--- src/rtl/key_debounce.sv ---
// key_debounce: synchronizes, debounces and decodes one active-low key into level and event pulses
module key_debounce #(
    parameter logic [15:0] DB_MS   = 16'd20,
    parameter logic [15:0] LONG_MS = 16'd1000
) (
    input  logic clk,
    input  logic reset,
    input  logic clk_1K,
    input  logic key_n,
    output logic key_state,
    output logic key_press,
    output logic key_release,
    output logic key_long
);
    typedef enum logic [1:0] {IDLE, PRESS_WAIT, PRESSED, RELEASE_WAIT} state_t;
    state_t state_q, state_d;
    logic key_meta_q, key_s_q, clk_1k_q;
    logic [15:0] db_cnt_q, db_cnt_d, long_cnt_q, long_cnt_d;
    logic long_done_q, long_done_d;
    logic key_state_q, key_press_q, key_release_q, key_long_q;
    logic press_d, release_d, long_d;
    logic tick, pressed;
    assign pressed = ~key_s_q;
    assign tick = clk_1K & ~clk_1k_q;
    assign key_state = key_state_q;
    assign key_press = key_press_q;
    assign key_release = key_release_q;
    assign key_long = key_long_q;
    // two-flop key synchronizer (idles released) and clk_1K edge-detect register
    always_ff @(posedge clk or posedge reset) begin
        if (reset) begin
            key_meta_q <= 1'b1;
            key_s_q <= 1'b1;
            clk_1k_q <= 1'b0;
        end else begin
            key_meta_q <= key_n;
            key_s_q <= key_meta_q;
            clk_1k_q <= clk_1K;
        end
    end
    // FSM state, counters and registered outputs
    always_ff @(posedge clk or posedge reset) begin
        if (reset) begin
            state_q <= IDLE;
            db_cnt_q <= '0;
            long_cnt_q <= '0;
            long_done_q <= 1'b0;
            key_state_q <= 1'b0;
            key_press_q <= 1'b0;
            key_release_q <= 1'b0;
            key_long_q <= 1'b0;
        end else begin
            state_q <= state_d;
            db_cnt_q <= db_cnt_d;
            long_cnt_q <= long_cnt_d;
            long_done_q <= long_done_d;
            key_state_q <= (state_d == PRESSED) || (state_d == RELEASE_WAIT);
            key_press_q <= press_d;
            key_release_q <= release_d;
            key_long_q <= long_d;
        end
    end
    // next state: a level change is checked before the tick so a bouncing tick never counts
    always_comb begin
        state_d = state_q;
        db_cnt_d = db_cnt_q;
        long_cnt_d = long_cnt_q;
        long_done_d = long_done_q;
        press_d = 1'b0;
        release_d = 1'b0;
        long_d = 1'b0;
        case (state_q)
            IDLE: begin
                if (pressed) begin
                    state_d = PRESS_WAIT;
                    db_cnt_d = '0;
                end
            end
            PRESS_WAIT: begin
                if (!pressed) begin
                    state_d = IDLE;
                    db_cnt_d = '0;
                end else if (tick) begin
                    if (db_cnt_q == DB_MS - 16'd1) begin
                        state_d = PRESSED;
                        press_d = 1'b1;
                        db_cnt_d = '0;
                        long_cnt_d = '0;
                        long_done_d = 1'b0;
                    end else begin
                        db_cnt_d = db_cnt_q + 16'd1;
                    end
                end
            end
            PRESSED: begin
                if (!pressed) begin
                    state_d = RELEASE_WAIT;
                    db_cnt_d = '0;
                end else if (tick && !long_done_q) begin
                    if (long_cnt_q == LONG_MS - 16'd1) begin
                        long_d = 1'b1;
                        long_done_d = 1'b1;
                    end else begin
                        long_cnt_d = long_cnt_q + 16'd1;
                    end
                end
            end
            RELEASE_WAIT: begin
                if (pressed) begin
                    state_d = PRESSED;
                end else if (tick) begin
                    if (db_cnt_q == DB_MS - 16'd1) begin
                        state_d = IDLE;
                        release_d = 1'b1;
                    end else begin
                        db_cnt_d = db_cnt_q + 16'd1;
                    end
                end
            end
            default: state_d = IDLE;
        endcase
    end
endmodule

--- config.mk ---
export PLATFORM = sky130hd
export DESIGN_NAME = key_debounce
export DESIGN_NICKNAME = d
export VERILOG_FILES = /design/src/rtl/key_debounce.sv
export SDC_FILE = /design/constraint.sdc
export NUM_CORES = 1
export LEC_CHECK = 0
export CAP_MARGIN = 20
export CORE_ASPECT_RATIO = 1.1
export CORE_MARGIN = 3
export CORE_UTILIZATION = 60
export CTS_CLUSTER_DIAMETER = 60
export DETAILED_ROUTE_END_ITERATION = 12
export PLACE_DENSITY = 0.82
export SLEW_MARGIN = 20
export SYNTH_ARGS = -nofsm -noshare
export SYNTH_HDL_FRONTEND = slang
export SYNTH_SLANG_ARGS = --single-unit
--- constraint.sdc ---
create_clock -name clk -period 2.73 [get_ports clk]
set_clock_uncertainty 0.1 [all_clocks]
set_input_delay 0.546 -clock clk [delete_from_list [all_inputs] [get_ports clk]]
set_output_delay 0.546 -clock clk [all_outputs]
set_load 0.005 [all_outputs]
==> reports/qor.csv, run 1 <==
stage;metric;value;unit
route;vias_per_cell;6.12;
grt;grt_pass1_wl;8360;um
place;hpwlAfterDp;3360;um
worst_setup_path;worstPathRequired;2930;ps
worst_setup_path;endpoint_kind;flop;
worst_setup_path;cp.arrival;2690;ps
finish;area_growth;11.1;%
clock_tree;cts_resized;0;
die;initial_core_util;0.649;
flow_run;max-cap-violations;0;
clock_tree;htreeDepth;2;
clock_tree;clock_path_buffers;2;
sta;worst_slew_pin_slew;600;ps
clock_tree;clkTransAtPathRegs;120;ps
worst_setup_path;r2r_slack;250;ps
route;drt-initial-drc-count;141;
die;fp.dieW;64.4;um
logic_synthesis;syn_nets;238;
grt;track_usage;0.230;
sta;setup_violations;0;
finish;regArea;0.00105;sq mm
power;power_density;453;mW/mm^2
clock_tree;cts_sinks;42;
die;rows;22;
logic_synthesis;synth-edff-count;0;
sta;slew_headroom;0.597;
finish;fin_util;0.721;
route;wl;4610;um
die;ios;8;
worst_setup_path;cp_max_fo;7;
power;leakage;1.04;nW
sta;rsz0062_at_grt;no;
clock_tree;clock_latency;360;ps
clock_tree;cts_hold_buffers;0;
grt;antenna_found_initial;0;
finish;nets;259;
min_path;hold_class;flop to flop;
power;p_switching;0.000318;W
clock_tree;cts_root_buf;clkbuf_4;
finish;drive_above_1_share;0.130;
sta;min_period;2480;ps
logic_synthesis;ys.flop_type;dfrtp_1;
sta;setup_tns;0;ps
route;dr_total_vias;1841;
power;switching_share;0.280;
clock_tree;numCtsBuffers;5;
die;coreArea;0.00347;sq mm
power;vdd_drop_max;0.273;mV
sta;fin_crit_sh;0.909;
logic_synthesis;ys_warn_count;0;
clock_tree;cts_setup_buffers;0;
grt;grt_pass1_vias;1877;
logic_synthesis;syn_avg_cell_area;9.70;sq um
power;power_frac_comb;0.127;
sta;finalHoldViolations;0;
grt;grt_start_max_net_pins;17;
sta;drv_slew;0;
route;ant_nets;0;
place;portBuffers;7;
logic_synthesis;netlist_area;0.00225;sq mm
logic_synthesis;ys_types;49;
route;wl_per_cell;15.3;um
logic_synthesis;synth-async-reset-ratio;1.00;
finish;multiInputGateArea;0.00115;sq mm
route;drtPass1Iterations;4;
worst_setup_path;worstSetupStartpointType;flop;
power;power.internal;0.000815;W
logic_synthesis;netlist_instances;232;
die;dieArea;0.00452;sq mm
die;die_h;70.2;um
finish;fillCellCount;295;
power;clock_power_share;0.257;
sta;fmax;403;MHz
logic_synthesis;ys_ff_latch;42;
route;drc;0;
grt;overflow;0;
clock_tree;cts_tree;built;
place;globalplace.congestion;0.886;
logic_synthesis;ys_seq_area_frac;0.468;
status;outcome;completed;
worst_setup_path;path_class;flop to flop;
finish;diodes;0;
power;pwr-share-seq;0.616;
[critical path, stage by stage, from the launching register on]
cell     delay, ps
dfrtp_1        470
nor4_1         570
nand4_1        270
nor2_1         320
buf_4          200
or2_0          290
a221o_1        210
[per-stage QoR]
step | instances | setup WS (ps) | instance area, sq um | hold slack, ps | power [W]
floorplan | 232 | 571 | 2250 | 245 | 0.000803
global placement | 294 | 187 | 2450 | 246 | 0.000847
detailed placement | 294 | 131 | 2450 | 249 | 0.000852
CTS | 301 | 300 | 2500 | 266 | 0.00114
global route | 301 | 51.2 | 2500 | 271 | 0.00119
finish | 301 | 248 | 2500 | 263 | 0.00113
[per-layer routing]
layer  global-route usage  part of all wire  wire (um)
met5                    0                 0          0
met4               0.0915             0.020         94
met3               0.0450             0.025        115
met2                0.399              0.51       2350
met1                0.277              0.44       2040
[placed cells by master, fill, tap and decap left out, types with 3 or more instances in the layout]
cell and n:
a21oi_1 4, a221o_1 3, a22o_1 3, and2_1 4, and3_1 8, and4_1 3, buf_4 14, clkbuf_4 5
clkdlybuf4s50_1 7, dfrtp_1 40, inv_1 3, nand2_1 13, nand3_1 11, nand4_1 11, nor2_1 26, nor2b_1 3
nor3_1 8, nor3b_1 6, nor4_1 12, o21ai_0 6, o22ai_1 3, or4_1 3, xnor2_1 18
[logic make-up (layout without fill, tap and decap cells)]
family | Yosys count | after routing | share of synthesized area
AOI/OAI and AO/OA | 31 | 31 | 0.103
xor gates and xnor gates | 18 | 18 | 0.0701
adders and majority gates | 2 | 2 | 0.0111
buffers and inverters | 11 | 32 | 0.0211
DFF | 42 | 42 | 0.468
muxes | 1 | 1 | 0.00501
and+or+nand+nor | 127 | 127 | 0.321
[synthesized netlist by cell type, types with 5 or more instances]
| cell type | instances | area, sq um |
|---|---|---|
| nor3b_1 | 6 | 45.0 |
| and3_1 | 8 | 50.1 |
| nor2_1 | 26 | 97.6 |
| nor3_1 | 8 | 40.0 |
| xnor2_1 | 18 | 158 |
| nor4_1 | 12 | 75.1 |
| buf_2 | 5 | 25.0 |
| nand4_1 | 11 | 68.8 |
| dfrtp_1 | 40 | 1000 |
| o21ai_0 | 6 | 30.0 |
| nand3_1 | 11 | 55.1 |
| nand2_1 | 13 | 48.8 |
[worst paths after layout]
kind                               from             end  cells past startpoint
min in group asynchronous         reset  long_cnt_q[15]                      2
hold / removal               key_meta_q         key_s_q                      0
max in group asynchronous         reset      key_meta_q                      3
setup / recovery           db_cnt_q[12]    db_cnt_q[12]                      6
hold reg to reg              key_meta_q         key_s_q                      0
setup reg to reg           db_cnt_q[12]    db_cnt_q[12]                      6
[power groups by stage]
| stage | clock network, W | registers [W] | logic (W) |
|---|---|---|---|
| 5_1_grt | 0.000322 | 0.000701 | 0.000163 |
| 4_1_cts | 0.000300 | 0.000696 | 0.000144 |
| 3_3_place_gp | 0 | 0.000707 | 0.000140 |
| 3_5_place_dp | 0 | 0.000707 | 0.000145 |
| 2_1_floorplan | 0 | 0.000689 | 0.000114 |
| 6_report | 0.000291 | 0.000698 | 0.000144 |
[final cells by class]
type / instances / area share
Clock buffer: 5 / 0.0150
Clock inverter: 2 / 0.00400
Inverter: 4 / 0.00601
Multi-Input combinational cell: 179 / 0.459
Sequential cell: 42 / 0.421
Tap cell: 48 / 0.0240
Timing Repair Buffer: 21 / 0.0701
[registers in the layout, summed over array words and instances, names as in the netlist]
register / flops
long_done_q: 1
clk_1k_q: 1
long_cnt_q: 16
db_cnt_q: 16
key_s_q: 1
key_release: 1
key_long: 1
key_state: 1
key_meta_q: 1
key_press: 1
state_q: 2
(Power assumes the default switching activity.)
==> run 2: changes to the inputs <==
--- a/config.mk
+++ b/config.mk
@@ -7,11 +7,12 @@
 export LEC_CHECK = 0
 export CAP_MARGIN = 20
 export CORE_ASPECT_RATIO = 1.1
-export CORE_MARGIN = 3
+export CORE_MARGIN = 4
 export CORE_UTILIZATION = 60
 export CTS_CLUSTER_DIAMETER = 60
 export DETAILED_ROUTE_END_ITERATION = 12
 export PLACE_DENSITY = 0.82
+export RECOVER_POWER = 25
 export SLEW_MARGIN = 20
 export SYNTH_ARGS = -nofsm -noshare
 export SYNTH_HDL_FRONTEND = slang
==> reports/qor.csv, run 2 (same netlist as run 1, synthesis figures left out) <==
stage;metric;value;unit;change
status;outcome;completed;;
route;drt-initial-drc-count;109;;-23%
sta;fmax;418;MHz;+3.7%
worst_setup_path;crit_path_start;clk_1K;;
die;initial_core_util;0.620;;-0.0282
finish;multiInputGateArea;0.00115;sq mm;unchanged
worst_setup_path;endpoint_kind;flop;;
sta;drv_slew;0;;unchanged
finish;area_growth;13.1;%;
worst_setup_path;worstSetupStartpointType;input port;;
route;dr_total_vias;1814;;-1.5%
power;leakage;1.05;nW;+1.2%
clock_tree;cts_resized;0;;unchanged
sta;setup_violations;0;;unchanged
power;vdd_drop_max;0.421;mV;+54%
sta;slew_headroom;0.324;;-0.273
place;hpwlAfterDp;3230;um;-3.8%
route;ant_nets;0;;unchanged
clock_tree;cts_hold_buffers;0;;unchanged
place;portBuffers;7;;unchanged
finish;fin_util;0.702;;-0.0193
flow_run;max-cap-violations;0;;unchanged
clock_tree;htreeDepth;2;;unchanged
route;wl;4680;um;+1.6%
power;power.internal;0.000992;W;+22%
min_path;hold_class;flop to flop;;
sta;setup_tns;0;ps;unchanged
finish;fillCellCount;288;;-2.4%
clock_tree;clkTransAtPathRegs;80;ps;-40 ps
clock_tree;clock_latency;300;ps;-60 ps
finish;regArea;0.00105;sq mm;unchanged
power;power_frac_comb;0.106;;-0.021
finish;top_regs;db_cnt_q (16), long_cnt_q (16), state_q (2);;
sta;rsz0062_at_grt;no;;
grt;grt_pass1_vias;1833;;-2.3%
power;power_density;518;mW/mm^2;+14%
min_path;hold_start;key_meta_q;;
worst_setup_path;worstPathRequired;2850;ps;-80 ps
grt;grt_pass1_wl;8390;um;+0.42%
grt;antenna_found_initial;0;;unchanged
worst_setup_path;r2r-start;db_cnt_q[12];;
clock_tree;clock_path_buffers;2;;unchanged
power;p_total;0.00132;W;+16%
place;globalplace.congestion;0.844;;-4.8%
die;fp.dieW;66.4;um;+3.1%
grt;track_usage;0.224;;-0.00589
power;pwr-share-seq;0.531;;-0.085
power;clock_power_share;0.363;;+0.106
clock_tree;cts_tree;built;;
sta;fin_crit_sh;0.877;;-0.0326
route;drtPass1Iterations;4;;unchanged
grt;grt_start_max_net_pins;43;;+26
clock_tree;cts_setup_buffers;0;;unchanged
finish;nets;257;;-0.77%
sta;finalHoldViolations;0;;unchanged
worst_setup_path;cp_max_fo;9;;+2
die;coreArea;0.00363;sq mm;+4.5%
sta;hold_slack;262;ps;-0.464 ps
route;drc;0;;unchanged
die;die_h;72.2;um;+2.8%
die;dieArea;0.00479;sq mm;+6.0%
clock_tree;cts_root_buf;clkbuf_8;;
clock_tree;cts_sinks;42;;unchanged
route;wl_per_cell;15.5;um;+1.3%
die;rows;23;;+4.5%
sta;min_period;2390;ps;-89.0 ps
worst_setup_path;cp.arrival;2520;ps;-170 ps
route;vias_per_cell;6.01;;-1.8%
sta;worst_slew_pin_slew;1010;ps;+414 ps
finish;final_common_cell;dfrtp_1;;
die;ios;8;;unchanged
power;switching_share;0.247;;-0.0334
finish;diodes;0;;unchanged
finish;drive_above_1_share;0.119;;-0.0114
power;p_switching;0.000325;W;+2.4%
worst_setup_path;path_class;input port to flop;;
grt;overflow;0;;unchanged
finish;final_cell_mix;dfrtp_1 (40), nor2_1 (26), xnor2_1 (18);;
clock_tree;numCtsBuffers;5;;unchanged
## run 2: path summary, 6_finish.rpt
kind | endpoint | slack (ps) | cells past startpoint
setup / recovery | long_cnt_q[15] | 340 | 6
hold / removal | key_s_q | 260 | 0
setup reg to reg | db_cnt_q[3] | 400 | 6
hold reg to reg | key_s_q | 260 | 0
max in group asynchronous | db_cnt_q[8] | 1010 | 3
min in group asynchronous | long_cnt_q[1] | 910 | 3
## run 2: routing by layer
| layer | up-vias | global-route usage | share of wire |
|---|---|---|---|
| li1 | 893 | - | - |
| met1 | 847 | 0.314 | 0.47 |
| met2 | 64 | 0.344 | 0.46 |
| met3 | 10 | 0.0511 | 0.050 |
| met4 | 0 | 0.0790 | 0.016 |
| met5 | - | 0 | 0 |
## run 2: layout make-up
class	instances	share of cell area
Clock inverter	1	0.0118
Timing Repair Buffer	19	0.0620
Tap cell	50	0.0246
Multi-Input combinational cell	179	0.452
Clock buffer	7	0.0300
Inverter	4	0.00590
Sequential cell	42	0.414
## run 2: per-stage QoR
stage          instances  area [sq um]  setup WS, ps
3_3_place_gp         294          2440           163
3_5_place_dp         294          2440          71.1
4_1_cts              302          2550           374
5_1_grt              302          2540           140
2_1_floorplan        232          2250           571
6_report             302          2540           337
## run 2: worst max-delay path: stages
cell             delay (ps)
clkdlybuf4s50_1         510
nor3b_1                 400
nand2_1                 320
nor3_1                  420
nand4_1                 140
a21oi_1                 170
## run 2: power groups by stage
stage	Combinational, W	Clock (W)	Sequential, W
6_report	0.000140	0.000478	0.000699
5_1_grt	0.000157	0.000516	0.000706
4_1_cts	0.000141	0.000488	0.000697
3_5_place_dp	0.000141	0	0.000708
3_3_place_gp	0.000136	0	0.000710
2_1_floorplan	0.000114	0	0.000689
